File: src/rtl/pc_sequencer.sv
// pc_sequencer: program-counter sequencer for a fetch stage.
// It boots from RESET_VECTOR, advances the PC on accepted fetches, and holds
// the PC while stalled or while memory is not ready. A taken branch redirects
// the PC and then inserts FLUSH_CYCLES bubble cycles with Flush asserted.
//
// Ports:
//   CLK              single clock, rising edge
//   RST              synchronous active-high reset
//   BranchValid      branch/jump resolving in execute this cycle
//   BranchComparison branch taken (jumps arrive as 1)
//   BranchTarget     redirect address, used only on a taken branch
//   InstrReady       instruction memory accepts the current PC
//   Stall            hazard stall, hold the PC
//   PC               current fetch address (registered)
//   FetchValid       PC is a valid fetch request (registered)
//   Flush            kill wrong-path instructions (registered)
//   TakenCount       saturating count of taken branches (registered)
//   BranchCount      saturating count of resolved branches (registered)
//
// state    | meaning
// BOOT     | one idle cycle after reset, PC = RESET_VECTOR, no fetch
// FETCH    | issuing fetches; branches, stalls and memory waits act here
// REDIRECT | bubble cycles after a taken branch, Flush = 1, inputs ignored
//
// FLUSH_CYCLES must lie in 1..7; the bubble counter is 3 bits wide.
module pc_sequencer #(
  parameter logic [15:0] RESET_VECTOR = 16'h0000,
  parameter logic [15:0] PC_STEP      = 16'd1,
  parameter int unsigned FLUSH_CYCLES = 2
) (
  input  logic        CLK,
  input  logic        RST,
  input  logic        BranchValid,
  input  logic        BranchComparison,
  input  logic [15:0] BranchTarget,
  input  logic        InstrReady,
  input  logic        Stall,
  output logic [15:0] PC,
  output logic        FetchValid,
  output logic        Flush,
  output logic [15:0] TakenCount,
  output logic [15:0] BranchCount
);

  typedef enum logic [1:0] {
    BOOT     = 2'd0,
    FETCH    = 2'd1,
    REDIRECT = 2'd2
  } state_t;

  // The counter is loaded with FLUSH_CYCLES-1 and the redirect ends on the
  // cycle it reads zero, giving exactly FLUSH_CYCLES redirect cycles.
  localparam logic [2:0] BUBBLE_LOAD = 3'(FLUSH_CYCLES - 1);

  state_t      state, state_next;
  logic [2:0]  bubble, bubble_next;
  logic [15:0] pc_next, taken_next, branch_next;
  logic        taken;

  always_ff @(posedge CLK) begin
    if (RST) begin
      state <= BOOT;
    end else begin
      state <= state_next;
    end
  end

  always_comb begin
    state_next  = state;
    pc_next     = PC;
    bubble_next = bubble;
    taken_next  = TakenCount;
    branch_next = BranchCount;
    taken       = 1'b0;
    case (state)
      BOOT: begin
        state_next = FETCH;
      end
      FETCH: begin
        taken = BranchValid && BranchComparison;
        if (BranchValid && (BranchCount != 16'hFFFF)) begin
          branch_next = BranchCount + 16'd1;
        end
        if (taken) begin
          pc_next     = BranchTarget;
          state_next  = REDIRECT;
          bubble_next = BUBBLE_LOAD;
          if (TakenCount != 16'hFFFF) begin
            taken_next = TakenCount + 16'd1;
          end
        end else if (!Stall && InstrReady) begin
          pc_next = PC + PC_STEP;
        end
      end
      REDIRECT: begin
        if (bubble == 3'd0) begin
          state_next = FETCH;
        end else begin
          bubble_next = bubble - 3'd1;
        end
      end
      default: begin
        state_next = BOOT;
      end
    endcase
  end

  // Outputs are registered from the next-state values so they line up with
  // the state they describe, with no input-to-output combinational path.
  always_ff @(posedge CLK) begin
    if (RST) begin
      PC          <= RESET_VECTOR;
      FetchValid  <= 1'b0;
      Flush       <= 1'b0;
      TakenCount  <= 16'h0000;
      BranchCount <= 16'h0000;
      bubble      <= 3'd0;
    end else begin
      PC          <= pc_next;
      FetchValid  <= (state_next == FETCH);
      Flush       <= (state_next == REDIRECT);
      TakenCount  <= taken_next;
      BranchCount <= branch_next;
      bubble      <= bubble_next;
    end
  end

endmodule
File: config.mk
export PLATFORM = sky130hd
export DESIGN_NAME = pc_sequencer
export DESIGN_NICKNAME = d
export VERILOG_FILES = /design/src/rtl/pc_sequencer.sv
export SDC_FILE = /design/constraint.sdc
export NUM_CORES = 1
export LEC_CHECK = 0
export BUFFER_PORTS_ARGS = -buffer_cell sky130_fd_sc_hd__buf_2
export CAP_MARGIN = 10
export CORE_UTILIZATION = 48
export DETAILED_ROUTE_END_ITERATION = 10
export PLACE_DENSITY = 0.81
export SKIP_LAST_GASP = 1
export SYNTH_ARGS = -nofsm -noshare
export SYNTH_HDL_FRONTEND = slang
export SYNTH_SLANG_ARGS = --single-unit
File: constraint.sdc
create_clock -name CLK -period 1.75 [get_ports CLK]
set_clock_uncertainty 0.15 [all_clocks]
set_input_delay 0.175 -clock CLK [delete_from_list [all_inputs] [get_ports CLK]]
set_output_delay 0.175 -clock CLK [all_outputs]
set_load 0.005 [all_outputs]
# --- Word-level counts from Yosys, hierarchy flattened ---
# Cells that the tools add are included.
totals:
  reg_bits: 55
  inputBits: 22
op_classes:
  addsub: 4
  eq_ne: 8
  n_mux: 8
  n_reduce_logical: 12
ops:
  columns: ["cell", "n"]
  rows:
  - ["adder 16 x 1 -> 16 bit, second input constant", 3]
  - ["2-to-1 mux 16 bit", 2]
  - ["!= test 16 bit, second input constant", 2]
  - ["2-to-1 mux 3 bit", 2]
  - ["one-hot mux 2 bit (3 select lines)", 1]
  - ["one-hot mux 3 bit (2 select lines)", 1]
  - ["AND reduction 3 bit", 2]
  - ["equality test 2 x 1 -> 1 bit, second input constant", 2]
  - ["equality test 2 bit, second input constant", 2]
  - ["2-to-1 mux 2 bit", 2]
  - ["!= test 2 bit, second input constant", 2]
  - ["AND reduction 2 bit", 2]
  - ["nonzero test 2 bit", 2]
  - ["logical AND 1 bit", 3]
  - ["zero test 3 bit", 1]
  - ["subtractor 3 x 1 -> 3 bit, second input constant", 1]
  - ["zero test 2 bit", 1]
  - ["zero test 1 bit", 1]

# --- Longest topological paths before layout ---
depth:
  depth_word: 4
  depth_mapped: 7
  depth_no_buf: 7

# --- Least setup slack after synthesis ---
# OpenSTA, ideal clock, no wires.
synth_path:
  path_type: "reg2reg"
  startpoint: "register BranchCount[0]"
  endpoint: "register BranchCount[1]"
  setup_time_ns: 0.132
  arrival_ns: 1.695
  required_time_ns: 1.468
  slack_ns: -0.227
  stages_incl_launch_ff: 7
  path_buffers: 1
  period_less_slack_ns: 1.977
  path_cell_list: "dfxtp_1 ha_1 nand3_1 nor4_1 buf_2 nand3b_1 a21oi_1"
synth_between:
  elab_chain_cells: 3
  elab_cells_between_ends: 4
synth_lines:
  columns: ["element", "line", "rtl"]
  rows:
  - ["start, declared", "42", "output logic [15:0] BranchCount"]
  - ["start signal, assigned", "123", "BranchCount <= branch_next;"]
  - ["branches (longest 3 deep; another with adder 16 x 1 -> 16 bit)", null, null]
# Parallel ways; which one is timed is not known.
# A chain may end at the register's enable or synchronous reset.

# --- Worst setup path after layout ---
layout_path:
  startpoint: "register TakenCount[1]"
  endpoint: "register TakenCount[4]"
layout_between:
  elab_chain_cells: 2
  elab_cells_between_ends: 3
layout_lines:
  columns: ["element", "line", "rtl"]
  rows:
  - ["start, declared", "41", "output logic [15:0] TakenCount,"]
  - ["start signal, assigned", "122", "TakenCount <= taken_next;"]
  - ["branches (longest 2 deep; another with adder 16 x 1 -> 16 bit)", null, null]
# Parallel ways; which one is timed is not known.

==> results <==
- The flow ran to the end, but the final reports show violations.
- The final reports fail on negative setup slack.
- The pin count of the biggest net entering global routing is 25.
- The tool flagged a number of max-cap violations equal to 0.
- The number of rows in the core area is 28.
- The maximum fanout count along the critical path is 8.
- The post-detailed-route DRC marker count is 0.
- The critical path is of the reg2reg type.
- The area used by multi-input combinational logic is a little under 0.002 mm2.
- Summed over all cells, the static leakage comes to around 1.8 nW.
- The filler cells instantiated in the layout total 438.
- The die span in x is 80.4 um.
- The clock tree buffer depth is 2.
- The cell depth of the worst flop-to-flop path is 8.
- The slew at the pin with the worst max-slew slack is 0.398 ns.
- The H-tree was split into 2 levels.
- By area, the combinational part of the netlist is dominated by simple AND/OR/NAND/NOR gates.
- After layout, the design draws a total of 2.36 mW.
- VDD sags by at most roughly 0.46 mV.
- Among all flip-flop cells after synthesis, the most frequent one is sky130_fd_sc_hd__dfxtp_1.
- Synthesis instantiated 41 different standard cells from the library.
- The total area inside the core boundary comes to 0.00592 mm2.
- Grouping stages by cell kind, the critical path spends the most delay in simple AND/OR/NAND/NOR gates.
- The total stage count of the critical path is 8.
- The detail route stage leaves a number of antenna-violating nets equal to 0.
- Detailed routing inserted a total of 3,612 vias.
- The root cell of the clock tree is sky130_fd_sc_hd__clkbuf_8.
- After detailed routing, the average wire length per cell comes to roughly 16 um.
- The hold-critical path depth is 3.
- The fraction of synthesis flops using an asynchronous set or reset pin is 0%.
- The post-placement worst setup slack is -0.186 ns.
- After global routing the overflow that remains totals 0.
- The first global-routing pass estimated 14,400 um of wire.
- The max-slew violation count came to 0.
- The startpoint of the lowest-slack register-to-register path is TakenCount[1].
- Setup repair after global routing could not meet its margin everywhere.
- Global routing consumed, over all layers together, around 28% of the routing resources.
- The area growth from synthesis to layout is 49.9%.
- The worst max-slew margin expressed relative to the limit is 73.5%.
- The instance count of the mapped netlist is around 370.
- The total negative slack for setup checks is -1.50 ns.
- The critical path starts at TakenCount[1].
- Derived from the worst setup path, the maximum achievable clock frequency is roughly 530 MHz.
- Measured along the y axis, the die boundary spans 80.4 um.
- TritonCTS created 5 clock buffers.
- The worst endpoint data arrival time is 1.99 ns.
- The post-detailed-placement half-perimeter wirelength is 6240 um.
- The number of antenna cells inserted is 0.
- Traced cell by cell, the critical path runs through ha_4 -> nand4_1 -> buf_4 -> nor4_4 -> buf_4 -> buf_12 -> or4_4 -> a21oi_1.
- The synthesized netlist devotes 21.2% of its cell area to compound gates.
- The ratio of cells with drive above 1 in the final layout is 43.1%.
- The clock transition at the registers of the reported paths is 0.10 ns.
- During synthesis, Yosys emitted a total of 0 warnings.
- The post-synthesis instance area is 0.00295 mm2.
- The category of the worst setup path capture point is a flip-flop.
- STA classifies the critical path startpoint as a flip-flop.
- The routed design has between 9000 and 10,000 um of wire.
- In this run the mean area of a mapped cell was 7.93 um2.
- The worst stage delay on the critical path is 0.46 ns.
- The final weighted congestion in routability-driven placement is 0.890.
- After detailed routing, the number of vias per cell comes to 6.05.
- The worst hold slack is 0.0807 ns.
- The clock net in this run drives a total of 55 sinks.
- Data on the critical path is required at its endpoint by 1.85 ns.
- In this run the worst hold path is classified as in2reg.
- The storage element area is 0.00112 mm2.
- The fraction of the yosys area taken by sequential cells is 37.3%.
- The source of the worst hold timing path is BranchTarget[6].
- The area of the die is about 0.0065 mm2.
- For this configuration, the core starts out at a cell density of 49.8%.
- The critical-path cell with the highest stage delay is sky130_fd_sc_hd__or4_4.
- The power density of the placed cells is about 530 mW/mm2.
- The number of synthesized flops with an enable pin is 0.
- The minimum setup slack in the final design is -0.149 ns.
- TritonCTS built the clock tree.
- The combined buffer and inverter count along the critical path is 3.
- Input and output buffers added on the ports amount to 71.
- The total of flip-flops plus latches after synthesis is 55.
- The mux contribution to synthesized area is under 10%.
- The initial antenna violation count is 0.
- The final-report hold violation count is 0.
- The final cell count without fillers is 597.
- The adder-cell share of the synthesized area is 2.12%.
- The later pin in the worst-skew pair is clocked with a latency of 0.31 ns.
- The final critical-path share of the clock period is 109%.
- For this run, the detailed router's first-pass iteration total came to 5.
- Setup violations remaining at the end of the flow were counted as 16.
- The synthesized-area fraction occupied by and/or/nand/nor cells is 32.6%.
- The post-placement cell count is 568.
- In this design, the critical path's most frequently occurring cell is sky130_fd_sc_hd__buf_4.
- Summing the areas of all xor and xnor instances in the mapped netlist gives 0% of the synthesized area.
- The number of nets in the synthesized netlist is between 300 and 400.
- The shortest clock period the worst path allows after layout is 1.90 ns.
- The DRC violation total after the first TritonRoute iteration is 232.
- The final net count is ~550.
- The via count of the first global-routing pass is 3,272.
- The boundary pin count is 72.
==> cell families (layout without fill, tap and decap cells) <==
family          after synthesis  count (layout)
buf+inv                      31             181
mux                           7               7
flops                        55              55
simple gates                170             170
fa+ha+maj                     5               5
compound gates              104             104
==> final timing paths <==
| check | to | slack (ns) |
|---|---|---|
| worst min-delay path | PC[6] | 0.08 |
| worst max-delay path | TakenCount[4] | -0.15 |
| worst max register to register | TakenCount[4] | -0.15 |
| worst min register to register | bubble[1] | 0.34 |
==> sequential cells by signal, indices dropped and copies added (netlist names) <==
| register | flops |
|---|---|
| TakenCount | 16 |
| BranchCount | 16 |
| PC | 16 |
| Flush | 1 |
| state | 2 |
| bubble | 3 |
| FetchValid | 1 |
==> layout by cell type (no fill, tap or decap), types with 8 or more instances in the layout <==
cell                             n
sky130_fd_sc_hd__buf_4          79
sky130_fd_sc_hd__buf_2          71
sky130_fd_sc_hd__dfxtp_1        40
sky130_fd_sc_hd__a21oi_1        37
sky130_fd_sc_hd__nand2_1        25
sky130_fd_sc_hd__nand3_1        24
sky130_fd_sc_hd__nor2_1         21
sky130_fd_sc_hd__o21ai_0        19
sky130_fd_sc_hd__nand4_1        16
sky130_fd_sc_hd__dfxtp_2        15
sky130_fd_sc_hd__o31ai_1        15
sky130_fd_sc_hd__or4_1          12
sky130_fd_sc_hd__or3_1           9
sky130_fd_sc_hd__dlygate4sd3_1   8
==> routing by layer <==
layer  GRT usage, %  share of wire (%)
met3           4.20                6.0
met2           50.2                 51
met1           33.7                 41
met4           8.57                1.7
met5              0                  0
==> where the power goes <==
part / total, mW / switching (mW) / internal [mW] / leakage [nW]
logic: 0.328 / 0.172 / 0.156 / 1.30
registers: 1.31 / 0.0258 / 1.28 / 0.452
clock network: 0.723 / 0.441 / 0.282 / 0.0412
==> synth_stat cells, types with 2 or more instances <==
master                      n  share of area, %
sky130_fd_sc_hd__nor4_1    14               3.0
sky130_fd_sc_hd__inv_1      8               1.0
sky130_fd_sc_hd__nor2b_1    3              0.64
sky130_fd_sc_hd__and3b_1    2              0.59
sky130_fd_sc_hd__nand3_1   27               4.6
sky130_fd_sc_hd__nor3_1     6               1.0
sky130_fd_sc_hd__or3_1     10               2.1
sky130_fd_sc_hd__o31ai_1   17               4.3
sky130_fd_sc_hd__or3b_2     2              0.59
sky130_fd_sc_hd__clkbuf_1  19               2.4
sky130_fd_sc_hd__buf_2      2              0.34
sky130_fd_sc_hd__a21oi_1   44               7.5
sky130_fd_sc_hd__mux2_2     3               1.1
sky130_fd_sc_hd__nand3b_1   2              0.51
sky130_fd_sc_hd__o311a_1    2              0.68
sky130_fd_sc_hd__o41ai_1    4               1.2
sky130_fd_sc_hd__nand2b_1   2              0.42
sky130_fd_sc_hd__and3_1     7               1.5
sky130_fd_sc_hd__dfxtp_1   55                37
sky130_fd_sc_hd__nand2_1   25               3.2
sky130_fd_sc_hd__o311ai_0   2              0.59
sky130_fd_sc_hd__nor2_1    21               2.7
sky130_fd_sc_hd__a211oi_1   3              0.76
sky130_fd_sc_hd__a21o_1     2              0.51
sky130_fd_sc_hd__ha_1       5               2.1
sky130_fd_sc_hd__mux2i_1    4               1.4
sky130_fd_sc_hd__or4_1     16               4.1
sky130_fd_sc_hd__and2_1     9               1.9
sky130_fd_sc_hd__and4_1     3              0.89
sky130_fd_sc_hd__a311oi_1   2              0.59
sky130_fd_sc_hd__nand4_1   16               3.4
sky130_fd_sc_hd__a31oi_1    7               1.5
sky130_fd_sc_hd__o21ai_0   20               3.4
==> worst min-delay path, stage by stage <==
cell and delay (ns):
sky130_fd_sc_hd__buf_2 0.09, sky130_fd_sc_hd__o21ai_0 0.16, sky130_fd_sc_hd__a211oi_1 0.07
==> final cells by class <==
| class | instances | area share [%] |
|---|---|---|
| Timing Repair Buffer | 165 | 25.2 |
| Inverter | 8 | 0.679 |
| Clock buffer | 6 | 1.64 |
| Multi-Input combinational cell | 286 | 44.7 |
| Sequential cell | 55 | 25.3 |
| Tap cell | 75 | 2.12 |
| Clock inverter | 2 | 0.283 |
==> repair_timing <==
item,CTS,global route
hold endpoints to repair,8,0
setup endpoints to repair,28,40
buffers inserted,6,7
hold buffers,8,0
pin swaps,17,18
resized for setup,24,40
==> per-stage QoR <==
| stage | area [um2] | utilization [%] |
|---|---|---|
| 2_1_floorplan | 3000 | - |
| 5_1_grt | 4420 | 74.7 |
| 3_3_place_gp | 3920 | 66.2 |
| 4_1_cts | 4230 | 71.4 |
| 6_report | 4420 | 74.7 |
| 3_5_place_dp | 3920 | 66.2 |
Note: power is estimated with default switching activity, not from simulation.
